File: config.mk
export PLATFORM = sky130hd
export DESIGN_NAME = clk_fail_monitor
export DESIGN_NICKNAME = d
export VERILOG_FILES = /design/src/rtl/clk_fail_monitor.sv
export SDC_FILE = /design/constraint.sdc
export NUM_CORES = 1
export LEC_CHECK = 0
export CORE_MARGIN = 2
export CORE_UTILIZATION = 55
export DETAILED_ROUTE_END_ITERATION = 10
export PLACE_DENSITY_LB_ADDON = 0.15
export SLEW_MARGIN = 20
export SYNTH_ARGS = -nofsm -noshare
export SYNTH_HDL_FRONTEND = slang
export SYNTH_SLANG_ARGS = --single-unit
export TNS_END_PERCENT = 50
File: constraint.sdc
create_clock -name clk -period 2.1 [get_ports clk]
set_input_delay 0.315 -clock clk [delete_from_list [all_inputs] [get_ports clk]]
set_output_delay 0.315 -clock clk [all_outputs]
set_load 0.01 [all_outputs]
File: src/rtl/clk_fail_monitor.sv
// Reference-domain health monitor and failover selector for CLK_NUM candidate clocks.
// Define CLK_FAIL_MON_IRQ_EN to add a sticky clock-failure interrupt (irq, irq_clr).
module clk_fail_monitor #(
  parameter int CLK_NUM     = 4,
  parameter int WIN_CYC     = 64,
  parameter int CNT_MIN     = 12,
  parameter int CNT_MAX     = 20,
  parameter int FAIL_WIN    = 2,
  parameter int RECOVER_WIN = 4,
  parameter int SETTLE_CYC  = 16
) (
  input  logic                       clk,
  input  logic                       rst,
  input  logic [CLK_NUM-1:0]         mon_tgl,
  input  logic [$clog2(CLK_NUM)-1:0] sel_req,
`ifdef CLK_FAIL_MON_IRQ_EN
  input  logic [CLK_NUM-1:0]         irq_clr,
  output logic                       irq,
`endif
  output logic [CLK_NUM-1:0]         clk_fail,
  output logic [$clog2(CLK_NUM)-1:0] sel,
  output logic                       all_fail,
  output logic                       sel_busy
);

  localparam int SW  = $clog2(CLK_NUM);
  localparam int WW  = (WIN_CYC > 1) ? $clog2(WIN_CYC) : 1;
  localparam int CW  = $clog2(CNT_MAX + 2);
  localparam int STM = (FAIL_WIN > RECOVER_WIN) ? FAIL_WIN : RECOVER_WIN;
  localparam int STW = $clog2(STM + 1);
  localparam int HW  = $clog2(SETTLE_CYC + 1);

  localparam logic [WW-1:0]  WIN_LAST  = WW'(WIN_CYC - 1);
  localparam logic [CW-1:0]  CNT_SAT   = CW'(CNT_MAX + 1);
  localparam logic [CW-1:0]  CNT_LO    = CW'(CNT_MIN);
  localparam logic [CW-1:0]  CNT_HI    = CW'(CNT_MAX);
  localparam logic [STW-1:0] FAIL_LIM  = STW'(FAIL_WIN);
  localparam logic [STW-1:0] RECOV_LIM = STW'(RECOVER_WIN);
  localparam logic [HW-1:0]  SETTLE_LD = HW'(SETTLE_CYC - 1);

  typedef enum logic [0:0] {ST_RUN = 1'b0, ST_HOLD = 1'b1} state_t;

  logic [CLK_NUM-1:0] sync1_r, sync2_r, edge_r, pulse_s;
  logic [WW-1:0]      win_cnt_r;
  logic               win_end_s;
  logic [CW-1:0]      edge_cnt_r [CLK_NUM];
  logic [CW-1:0]      edge_sum_s [CLK_NUM];
  logic [STW-1:0]     bad_streak_r [CLK_NUM];
  logic [STW-1:0]     good_streak_r [CLK_NUM];
  logic [STW-1:0]     bad_next_s [CLK_NUM];
  logic [STW-1:0]     good_next_s [CLK_NUM];
  logic [CLK_NUM-1:0] win_good_s, fail_next_s, clk_fail_r;
  logic               all_fail_r;
  state_t             state_r;
  logic [SW-1:0]      sel_r, target_s, low_idx_s;
  logic [HW-1:0]      settle_r;
  logic               sel_busy_r, req_ok_s, any_ok_s;

  assign pulse_s   = sync2_r ^ edge_r;
  assign win_end_s = (win_cnt_r == WIN_LAST);

  // Per-channel window count, window verdict, streak and fail-flag next state
  always_comb begin
    for (int n = 0; n < CLK_NUM; n++) begin
      if (pulse_s[n] && (edge_cnt_r[n] != CNT_SAT)) begin
        edge_sum_s[n] = edge_cnt_r[n] + CW'(1);
      end else begin
        edge_sum_s[n] = edge_cnt_r[n];
      end
      win_good_s[n] = (edge_sum_s[n] >= CNT_LO) && (edge_sum_s[n] <= CNT_HI);
      if (!win_end_s) begin
        bad_next_s[n]  = bad_streak_r[n];
        good_next_s[n] = good_streak_r[n];
      end else if (win_good_s[n]) begin
        bad_next_s[n]  = '0;
        good_next_s[n] = (good_streak_r[n] == RECOV_LIM) ? good_streak_r[n]
                                                         : good_streak_r[n] + STW'(1);
      end else begin
        good_next_s[n] = '0;
        bad_next_s[n]  = (bad_streak_r[n] == FAIL_LIM) ? bad_streak_r[n]
                                                       : bad_streak_r[n] + STW'(1);
      end
      if (win_end_s && (bad_next_s[n] == FAIL_LIM)) begin
        fail_next_s[n] = 1'b1;
      end else if (win_end_s && (good_next_s[n] == RECOV_LIM)) begin
        fail_next_s[n] = 1'b0;
      end else begin
        fail_next_s[n] = clk_fail_r[n];
      end
    end
  end

  // Failover target: healthy request, else lowest healthy clock, else keep current
  always_comb begin
    req_ok_s  = 1'b0;
    any_ok_s  = 1'b0;
    low_idx_s = '0;
    for (int n = CLK_NUM - 1; n >= 0; n--) begin
      any_ok_s  = any_ok_s | ~clk_fail_r[n];
      low_idx_s = clk_fail_r[n] ? low_idx_s : SW'(n);
      req_ok_s  = req_ok_s | ((SW'(n) == sel_req) & ~clk_fail_r[n]);
    end
    if (req_ok_s) begin
      target_s = sel_req;
    end else if (any_ok_s) begin
      target_s = low_idx_s;
    end else begin
      target_s = sel_r;
    end
  end

  // Input capture, window timing and per-channel statistics registers
  always_ff @(posedge clk or posedge rst) begin
    if (rst) begin
      sync1_r    <= '0;
      sync2_r    <= '0;
      edge_r     <= '0;
      win_cnt_r  <= '0;
      clk_fail_r <= '0;
      all_fail_r <= 1'b0;
      for (int n = 0; n < CLK_NUM; n++) begin
        edge_cnt_r[n]    <= '0;
        bad_streak_r[n]  <= '0;
        good_streak_r[n] <= '0;
      end
    end else begin
      sync1_r    <= mon_tgl;
      sync2_r    <= sync1_r;
      edge_r     <= sync2_r;
      win_cnt_r  <= win_end_s ? '0 : win_cnt_r + WW'(1);
      clk_fail_r <= fail_next_s;
      all_fail_r <= &fail_next_s;
      for (int n = 0; n < CLK_NUM; n++) begin
        edge_cnt_r[n]    <= win_end_s ? '0 : edge_sum_s[n];
        bad_streak_r[n]  <= bad_next_s[n];
        good_streak_r[n] <= good_next_s[n];
      end
    end
  end

  // Selection FSM; expiry of HOLD re-evaluates the target in the same cycle
  always_ff @(posedge clk or posedge rst) begin
    if (rst) begin
      state_r    <= ST_RUN;
      sel_r      <= '0;
      settle_r   <= '0;
      sel_busy_r <= 1'b0;
    end else begin
      case (state_r)
        ST_RUN: begin
          if (target_s != sel_r) begin
            sel_r      <= target_s;
            settle_r   <= SETTLE_LD;
            sel_busy_r <= 1'b1;
            state_r    <= ST_HOLD;
          end
        end
        ST_HOLD: begin
          if (settle_r != '0) begin
            settle_r <= settle_r - HW'(1);
          end else if (target_s != sel_r) begin
            sel_r    <= target_s;
            settle_r <= SETTLE_LD;
          end else begin
            sel_busy_r <= 1'b0;
            state_r    <= ST_RUN;
          end
        end
        default: begin
          state_r    <= ST_RUN;
          sel_busy_r <= 1'b0;
        end
      endcase
    end
  end

  assign clk_fail = clk_fail_r;
  assign sel      = sel_r;
  assign all_fail = all_fail_r;
  assign sel_busy = sel_busy_r;

`ifdef CLK_FAIL_MON_IRQ_EN
  logic [CLK_NUM-1:0] irq_stat_r, irq_stat_next_s;
  logic               irq_r;

  // A new failure edge wins over a simultaneous clear of the same bit
  assign irq_stat_next_s = (irq_stat_r & ~irq_clr) | (fail_next_s & ~clk_fail_r);

  // Sticky failure status and interrupt output
  always_ff @(posedge clk or posedge rst) begin
    if (rst) begin
      irq_stat_r <= '0;
      irq_r      <= 1'b0;
    end else begin
      irq_stat_r <= irq_stat_next_s;
      irq_r      <= |irq_stat_next_s;
    end
  end

  assign irq = irq_r;
`endif

endmodule

== Word level (Yosys, flattened, before mapping) ==
Cells that the tools add are included.

* Magnitude comparators: 8
* Muxes and demuxes: 60
* Reductions and logical operators: 20
* Bitwise logic cells: 16
* Add/subtract/negate cells: 14
* Equal/unequal tests: 28

{| class="wikitable"
|+ Operators by type and width
! kind !! number
|-
| 3-bit two-way mux || 24
|-
| 5-bit two-way mux || 10
|-
| 3-bit by 1-bit adder with 3-bit output (second input constant) || 8
|-
| 3-bit by 2-bit == test with 1-bit output (second input constant) || 8
|-
| 3-bit == test (second input constant) || 8
|-
| 5-bit by 1-bit adder with 5-bit output (second input constant) || 4
|-
| 5-bit by 4-bit greater-or-equal comparator with 1-bit output (second input constant) || 4
|-
| 5-bit <= comparator (second input constant) || 4
|-
| 5-bit inequality test (second input constant) || 4
|-
| 1-bit logical AND || 16
|-
| 2-bit two-way mux || 8
|-
| 1-bit two-way mux || 13
|-
| 5-bit one-hot mux with 2 select lines || 1
|-
| 6-bit by 1-bit adder with 6-bit output (second input constant) || 1
|-
| 6-bit == test (second input constant) || 1
|-
| 6-bit two-way mux || 1
|-
| 2-bit inequality test (second input constant) || 3
|-
| 1-bit bitwise OR || 6
|-
| 1-bit inverter || 5
|-
| 5-bit nonzero test || 1
|-
| 5-bit by 1-bit subtractor with 5-bit output (second input constant) || 1
|-
| 1-bit bitwise AND || 4
|-
| 2-bit == test (first input constant) || 2
|-
| 1-bit one-hot mux with 2 select lines || 2
|-
| other kinds (7) || 7
|}

* Output and inout bits: 8
* Logic and storage cells: 168
* Input port bits: 8
* Flip-flop bits (word level): 76

== Depth between registers and ports, before layout ==
Gate-level depths: netlist of run 1.

* Depth after elaboration: 12
* Gate-level depth with buffers: 10
* Gate-level depth less buffers: 9

== Least setup slack after synthesis of run 1 ==
OpenSTA, ideal clock, no wires.

* Kind: reg-to-reg
* From: reg edge_cnt_r[0] (netlist bit)
* To: reg all_fail_r (netlist: all_fail)
* Cell stages (with the launch flop): 9
* Slack: -0.099 ns
* Period minus slack after synthesis: 2.199 ns
* Arrival: 2.131 ns
* Required time: 2.032 ns
* Cell sequence: dfrtp_1 -> ha_1 -> nand2_1 -> nand2_1 -> a311o_1 -> o2bb2ai_2 -> o41a_1 -> a31o_1 -> and4bb_1

* Cells in the longest elaborated chain, start to end: 12
* Elaborated cells between the ends (all ways): 18
* Those cells by class: 1 x add/sub; 2 x order compare; 3 x eq/ne; 7 x mux; 5 x reduce/logical

{| class="wikitable"
|+ Ends and longest elaborated chain
! item !! line !! text
|-
| start: declaration || 46 || <nowiki>logic [CW-1:0] edge_cnt_r [CLK_NUM];</nowiki>
|-
| start signal: indexed assignment || 134 || <nowiki>edge_cnt_r[n] <= win_end_s ? '0 : edge_sum_s[n];</nowiki>
|-
| branches (longest 2 deep; another with 5-bit by 1-bit adder with 5-bit output) || -- ||
|-
| 5-bit two-way mux * || 65 || <nowiki>if (pulse_s[n] && (edge_cnt_r[n] != CNT_SAT)) begin</nowiki>
|-
| 5-bit by 4-bit greater-or-equal comparator with 1-bit output or 5-bit <= comparator (tied branches) || 70 || <nowiki>win_good_s[n] = (edge_sum_s[n] >= CNT_LO) && (edge_sum_s[n] <= CNT_HI);</nowiki>
|-
| 1-bit logical AND * || 70 ||
|-
| 3-bit two-way mux || 74 || <nowiki>end else if (win_good_s[n]) begin</nowiki>
|-
| 3-bit two-way mux || 71 || <nowiki>if (!win_end_s) begin</nowiki>
|-
| 3-bit == test || 85 || <nowiki>end else if (win_end_s && (good_next_s[n] == RECOV_LIM)) begin</nowiki>
|-
| 1-bit logical AND || 85 ||
|-
| 1-bit two-way mux || 85 ||
|-
| 1-bit two-way mux * || 83 || <nowiki>if (win_end_s && (bad_next_s[n] == FAIL_LIM)) begin</nowiki>
|-
| 4-bit AND reduction * || 132 || <nowiki>all_fail_r <= &fail_next_s;</nowiki>
|-
| end signal: assignment || 132 ||
|-
| end: declaration || 53 || <nowiki>logic all_fail_r;</nowiki>
|}

Mark *: on every way between the ends.
A chain may end at the register's enable or synchronous reset.

== Final worst setup path of run 1 ==
* From: reg edge_cnt_r[1] (netlist bit)
* To: reg all_fail_r (netlist: all_fail)

Same word-level chain as after synthesis.

==> results of run 1 <==
-- layout by cell type, fill, tap and decap left out, types with 6 or more instances in the layout --
| cell type | count |
|---|---|
| a21oi_1 | 33 |
| a31oi_1 | 8 |
| buf_4 | 34 |
| clkbuf_8 | 12 |
| clkdlybuf4s50_1 | 15 |
| dfrtp_1 | 71 |
| ha_1 | 23 |
| inv_1 | 27 |
| nand2_1 | 27 |
| nand2b_1 | 7 |
| nand3_1 | 18 |
| nor2_1 | 44 |
| nor3_1 | 8 |
| o21ai_0 | 21 |
| o31ai_1 | 6 |
| xnor2_1 | 10 |
| xor2_1 | 11 |
-- sequential cells by signal, indices dropped and copies added (netlist names) --
name / count
all_fail: 1
sel_busy: 1
edge_cnt_r: 20
sync1_r: 4
clk_fail: 4
settle_r: 5
state_r: 1
sel: 2
edge_r: 4
sync2_r: 4
bad_streak_r: 12
good_streak_r: 12
win_cnt_r: 6
-- synthesized netlist by cell type (7+ instances only) --
| library cell | instances |
|---|---|
| a21oi_1 | 34 |
| a31oi_1 | 10 |
| clkbuf_1 | 13 |
| dfrtp_1 | 76 |
| ha_1 | 26 |
| inv_1 | 30 |
| nand2_1 | 29 |
| nand2b_1 | 7 |
| nand3_1 | 19 |
| nor2_1 | 44 |
| nor3_1 | 8 |
| o21ai_0 | 26 |
| xnor2_1 | 10 |
| xor2_1 | 14 |
-- metal layers --
layer  track usage, %  up-vias  wire length [um]
met5                0        -                 0
met4             7.07        0                99
met3             6.14        8               232
met2             34.6       44              4220
met1             25.9     1588              3710
li1                 -     1675                 -
-- path summary, 6_finish.rpt --
path	cells after the start	from	end	slack, ps
worst max-delay path	8	edge_cnt_r[1]$_DFF_PP0_	all_fail$_DFF_PP0_	-60
worst min-delay path	2	rst	settle_r[1]$_DFF_PP0_	230
worst max register to register	8	edge_cnt_r[1]$_DFF_PP0_	all_fail$_DFF_PP0_	-60
worst min register to register	0	sync1_r[1]$_DFF_PP0_	sync2_r[1]$_DFF_PP0_	350
max in group asynchronous	3	rst	edge_cnt_r[0]$_DFF_PP0_	1370
min in group clk	0	sync1_r[1]$_DFF_PP0_	sync2_r[1]$_DFF_PP0_	350
-- logic make-up after synthesis --
logic type / Yosys count / synth area share [%]
AOI/OAI and AO/OA: 120 / 18.5
xor gates and xnor gates: 25 / 5.42
adders and majority gates: 26 / 7.79
buffers and inverters: 44 / 3.98
DFF: 76 / 45.5
muxes: 7 / 1.74
and+or+nand+nor: 143 / 17.0
-- power groups by stage --
| stage | Combinational (mW) | Clock [mW] | Sequential [mW] |
|---|---|---|---|
| floorplan | 1.31 | 0 | 2.04 |
| global placement | 1.93 | 0 | 2.06 |
| detailed placement | 1.99 | 0 | 2.07 |
| CTS | 2.06 | 1.08 | 2.07 |
| global route | 2.57 | 1.14 | 2.15 |
| finish | 2.33 | 1.05 | 2.09 |
-- final cells by class --
class | count | share of cell area [%]
clock inverters | 3 | 0.390
multi-input cells | 321 | 44.1
inverters | 30 | 2.27
clock buffers | 13 | 3.29
well taps | 99 | 2.41
repair buffers | 57 | 10.3
flip-flops and latches | 76 | 37.2
-- what timing repair did --
item,in CTS,in global routing
gates resized for setup,11,33
setup buffers,1,6
pin swaps,4,12
endpoints found under the setup margin,5,23
-- per-stage QoR --
step                util (%)  setup WS [ps]  std cells  power [mW]  instance area, sq um
floorplan                  -          -98.6        441        3.35                  4180
global placement        64.6           -268        576        3.99                  4710
detailed placement      64.6           -352        576        4.06                  4710
CTS                     67.9          -37.1        593        5.20                  4950
global route            70.4           -154        599        5.86                  5130
finish                  70.4          -59.3        599        5.47                  5130
==> impl_metrics.ini, run 1 <==
[outcome]
status = finished with violations
failed_checks = negative setup slack

[floorplanning]
initial_core_util_pct = 57.3
fp.dieH_um = 91.1
core_sq_um = 7290
die_x_um = 91.1
rows = 31
dieArea_sq_um = 8310
io_pins = 16

[finish]
syn2layout_area_growth_pct = 22.8
n_fill_cell = 569
drive_gt1_share_pct = 19.2
ff_latch_area_sq_um = 1910
multiInputGateArea_sq_um = 2260
layout.nets = 529
diodes = 0

[power]
ir_drop_v = 0.000582
p_int_mw = 3.50
pwr-share-comb_pct = 42.6
p_seq_share_pct = 38.3
clkPwrFrac_pct = 19.1
p_per_area_nw_per_um2 = 1070
p_sw_mw = 1.98
swShare_pct = 36.1
p_leak_nw = 2.23

[worst_setup_path]
slowest_stage = dfrtp_2
cp-end-kind = flop
worstPathArrival_ps = 2450
cp.required_ps = 2390
path_buf_inv = 1
crit_fanout = 4
crit_chain = inv_2, ha_4, nand4b_1, a311o_1, o2bb2ai_2, o41a_1, a31o_1, and4bb_1
cpPeakStageDelay_ps = 450
critPathTopFamily = compound AO/OA/AOI/OAI gates
criticalPathCategory = flop to flop
cp-start-kind = flop

[drt]
final_antenna_net_count = 0
post_drt_wl_per_cell_um = 13.8
first_pass_iters = 4
drtIter0Drc = 156
wl_mm = 8.26
dr_total_vias = 3315
viasPerCell = 5.53
drc_errors = 0

[timing]
setup_ws_ps = -59.3
tns_ps = -59.3
skew_ps = 7.08
finalSetupViolCount = 1
hold_violations = 0
finalCriticalPeriod_ps = 2160
rsz0062_at_grt = true
whs_ps = 229
fmax_mhz = 463
slew_headroom_pct = 75.1
slew_violations = 0
fin_crit_sh_pct = 103
worstMarginPinSlew_ps = 369

[logic_synthesis]
async_flop_share_pct = 100
ys_seq_elements = 76
synth-main-ff-cell = dfrtp_1
synth_area_leader_cell = dfrtp_1
synth.top_cell.area_share_pct = 45.5
ys_seq_area_share_pct = 45.5
ys.warnings.count = 0
synth_nets = 475
syn_area_per_cell_sq_um = 9.47
ys_types = 60
synth_edf_count = 0
netlist_instances = 441
synthTopCellsByArea = dfrtp_1, ha_1, a21oi_1
synth.cell_area_sq_um = 4180

[cts]
htree_levels = 3
root_buffer = clkbuf_8
cts_num_sinks = 76
cts_hold_buf = 0
cts.clk_slew.worst_paths_ps = 80
cts_tree = yes
clk_latency_ps = 350
cts_max_path_buffers = 2
cts_made_buffers = 9

[place]
dp_hpwl_mm = 5.65
port_buffers = 15
place_congestion = 0.798

[grt]
grt_max_degree = 47
grt_pass1_vias = 3225
antenna_found_initial = 0
grt_pass1_wl_mm = 14.1
track_usage_pct = 20.8
grt-ovfl-total = 0

[min_path]
hold_class = primary input to asynchronous set/reset pin

[run]
max_cap_viol_count = 0
Power figures use the tool's default switching activity.
==> inputs of run 2 (changes only) <==
--- a/config.mk
+++ b/config.mk
@@ -9,7 +9,6 @@
 export CORE_UTILIZATION = 55
 export DETAILED_ROUTE_END_ITERATION = 10
 export PLACE_DENSITY_LB_ADDON = 0.15
-export SLEW_MARGIN = 20
 export SYNTH_ARGS = -nofsm -noshare
 export SYNTH_HDL_FRONTEND = slang
 export SYNTH_SLANG_ARGS = --single-unit
==> results of run 2 <==
Final layout, timing and power as in run 1 (identical DEF).
==> inputs of run 3 (changes only) <==
--- a/config.mk
+++ b/config.mk
@@ -5,10 +5,12 @@
 export SDC_FILE = /design/constraint.sdc
 export NUM_CORES = 1
 export LEC_CHECK = 0
+export ABC_CLOCK_PERIOD_IN_PS = 2100
 export CORE_MARGIN = 2
 export CORE_UTILIZATION = 55
 export DETAILED_ROUTE_END_ITERATION = 10
 export PLACE_DENSITY_LB_ADDON = 0.15
+export RECOVER_POWER = 25
 export SYNTH_ARGS = -nofsm -noshare
 export SYNTH_HDL_FRONTEND = slang
 export SYNTH_SLANG_ARGS = --single-unit
==> run 3 against run 2 <==
  * The flow still finishes with violations (negative setup slack)
  * Total power decreased by 0.10%
  * Utilization decreased by 0.14 points
  * Sequential share of layout area rose by 0.073 points
  * Worst hold slack gained 120 ps
  * Combinational power is essentially flat
  * Critical path depth stayed put
  * Global-route usage unchanged
  * Non-clock buffer count is the same
  * Via count unchanged
  * Die area is the same
  * First-iteration DRC count is 3.8% higher
  * Critical path type unchanged
  * Critical endpoint unchanged
==> impl_metrics.ini, run 3 (synthesis results as in run 1) <==
[grt]
grt_pass1_vias = 3225
use_met1_pct = 25.9
track_usage_pct = 20.8
use_met2_pct = 34.6
grt_pass1_wl_mm = 14.1
grt-ovfl-total = 0
grt-busiest-layer = met2
use_met3_pct = 6.14
antenna_found_initial = 0
grt_max_degree = 47

[finish]
drive_gt1_share_pct = 19.0
largest_registers = edge_cnt_r x20, bad_streak_r x12, good_streak_r x12
final_common_cell = dfrtp_1
layout.nets = 529
most-common-layout-cells = dfrtp_1, nor2_1, buf_4
syn2layout_area_growth_pct = 22.6
final_cell_area_sq_um = 5120
largest_register_ffs = 20
top_register = edge_cnt_r
diodes = 0

[place]
dp_hpwl_mm = 5.65
place_ws_ps = -352
place_congestion = 0.798
port_buffers = 15
detailed_place.area_sq_um = 4710

[floorplanning]
rows = 31
dieArea_sq_um = 8310
io_pins = 16
core_sq_um = 7290
initial_core_util_pct = 57.3
die_x_um = 91.1
fp.dieH_um = 91.1

[cts]
cts_num_sinks = 76
cts.clk_slew.worst_paths_ps = 70
cts_tree = yes
root_buffer = clkbuf_8
cts_made_buffers = 9
cts_max_path_buffers = 2
clk_latency_ps = 350
htree_levels = 3

[timing]
fin_crit_sh_pct = 103
setup_ws_ps = -59.4
slew_violations = 0
worstMarginPinSlew_ps = 1120
finalCriticalPeriod_ps = 2160
whs_ps = 345
skew_ps = 7.05
fmax_mhz = 463
hold_violations = 0
finalSetupViolCount = 1
slew_headroom_pct = 25.4
rsz0062_at_grt = true

[drt]
final_antenna_net_count = 0
viasPerCell = 5.53
wl_mm = 8.27
post_drt_wl_per_cell_um = 13.8
dr_total_vias = 3315
first_pass_iters = 4
drtIter0Drc = 162
drc_errors = 0

[worst_setup_path]
cp-end-kind = flop
criticalPathCategory = flop to flop
crit_fanout = 4
cp.required_ps = 2390
cp-start-kind = flop
worstPathArrival_ps = 2450

[power]
power_mw = 5.47
p_per_area_nw_per_um2 = 1070
p_leak_nw = 2.24
ir_drop_v = 0.000581

[min_path]
hold_class = flop to flop

[outcome]
failed_checks = negative setup slack
status = finished with violations

[run]
max_cap_viol_count = 0
-- run 3: cell types whose count changed in the layout (fill, tap and decap cells not counted) --
cell	before	now
buf_12	4	3
clkdlybuf4s50_1	15	10
clkinvlp_2	0	1
clkinvlp_4	3	2
dlygate4sd3_1	0	5
dlymetal6s2s_1	0	1
-- run 3: metal layers --
metal / wire (um) / vias up
met3: 223 / 8
met4: 99 / 0
met1: 3720 / 1590
li1: - / 1674
met2: 4230 / 43
met5: 0 / -
-- run 3: worst paths after layout --
path / start / end / slack, ps / cells past startpoint
setup / recovery: edge_cnt_r[1]$_DFF_PP0_ / all_fail$_DFF_PP0_ / -60 / 8
hold / removal: sync1_r[1]$_DFF_PP0_ / sync2_r[1]$_DFF_PP0_ / 350 / 0
setup reg to reg: edge_cnt_r[1]$_DFF_PP0_ / all_fail$_DFF_PP0_ / -60 / 8
hold reg to reg: sync1_r[1]$_DFF_PP0_ / sync2_r[1]$_DFF_PP0_ / 350 / 0
max in group asynchronous: rst / win_cnt_r[2]$_DFF_PP0_ / 390 / 3
min in group asynchronous: rst / settle_r[1]$_DFF_PP0_ / 360 / 2
-- run 3: critical path, cell delays in order, from the launching register on --
cell,delay [ps]
dfrtp_2,450
inv_2,90
ha_4,110
nand4b_1,180
a311o_1,380
o2bb2ai_2,140
o41a_1,310
a31o_1,200
and4bb_1,240
-- run 3: cell type report --
cell class,instances,area [sq um]
fillers,572,2170
flip-flops and latches,76,1910
clock buffers,13,169
repair buffers,57,523
multi-input cells,321,2260
well taps,99,124
clock inverters,3,20.0
inverters,30,114
-- run 3: power by group --
part,switching (mW),internal [mW]
clock network,0.521,0.524
logic,1.11,1.22
registers,0.344,1.75
-- run 3: repair_timing --
action,in CTS,in global routing
gates resized for setup,11,33
hold buffers,0,0
endpoints found under the setup margin,5,23
gates cloned,0,0
buffers inserted,1,6
pin swaps,4,12
-- run 3: per-stage QoR --
step / utilization (%) / instances / setup TNS [ps]
detailed placement: 64.6 / 576 / -2050
global route: 70.2 / 599 / -415
floorplan: - / 441 / -98.6
finish: 70.2 / 599 / -59.4
CTS: 67.9 / 593 / -37.1
global placement: 64.6 / 576 / -1300
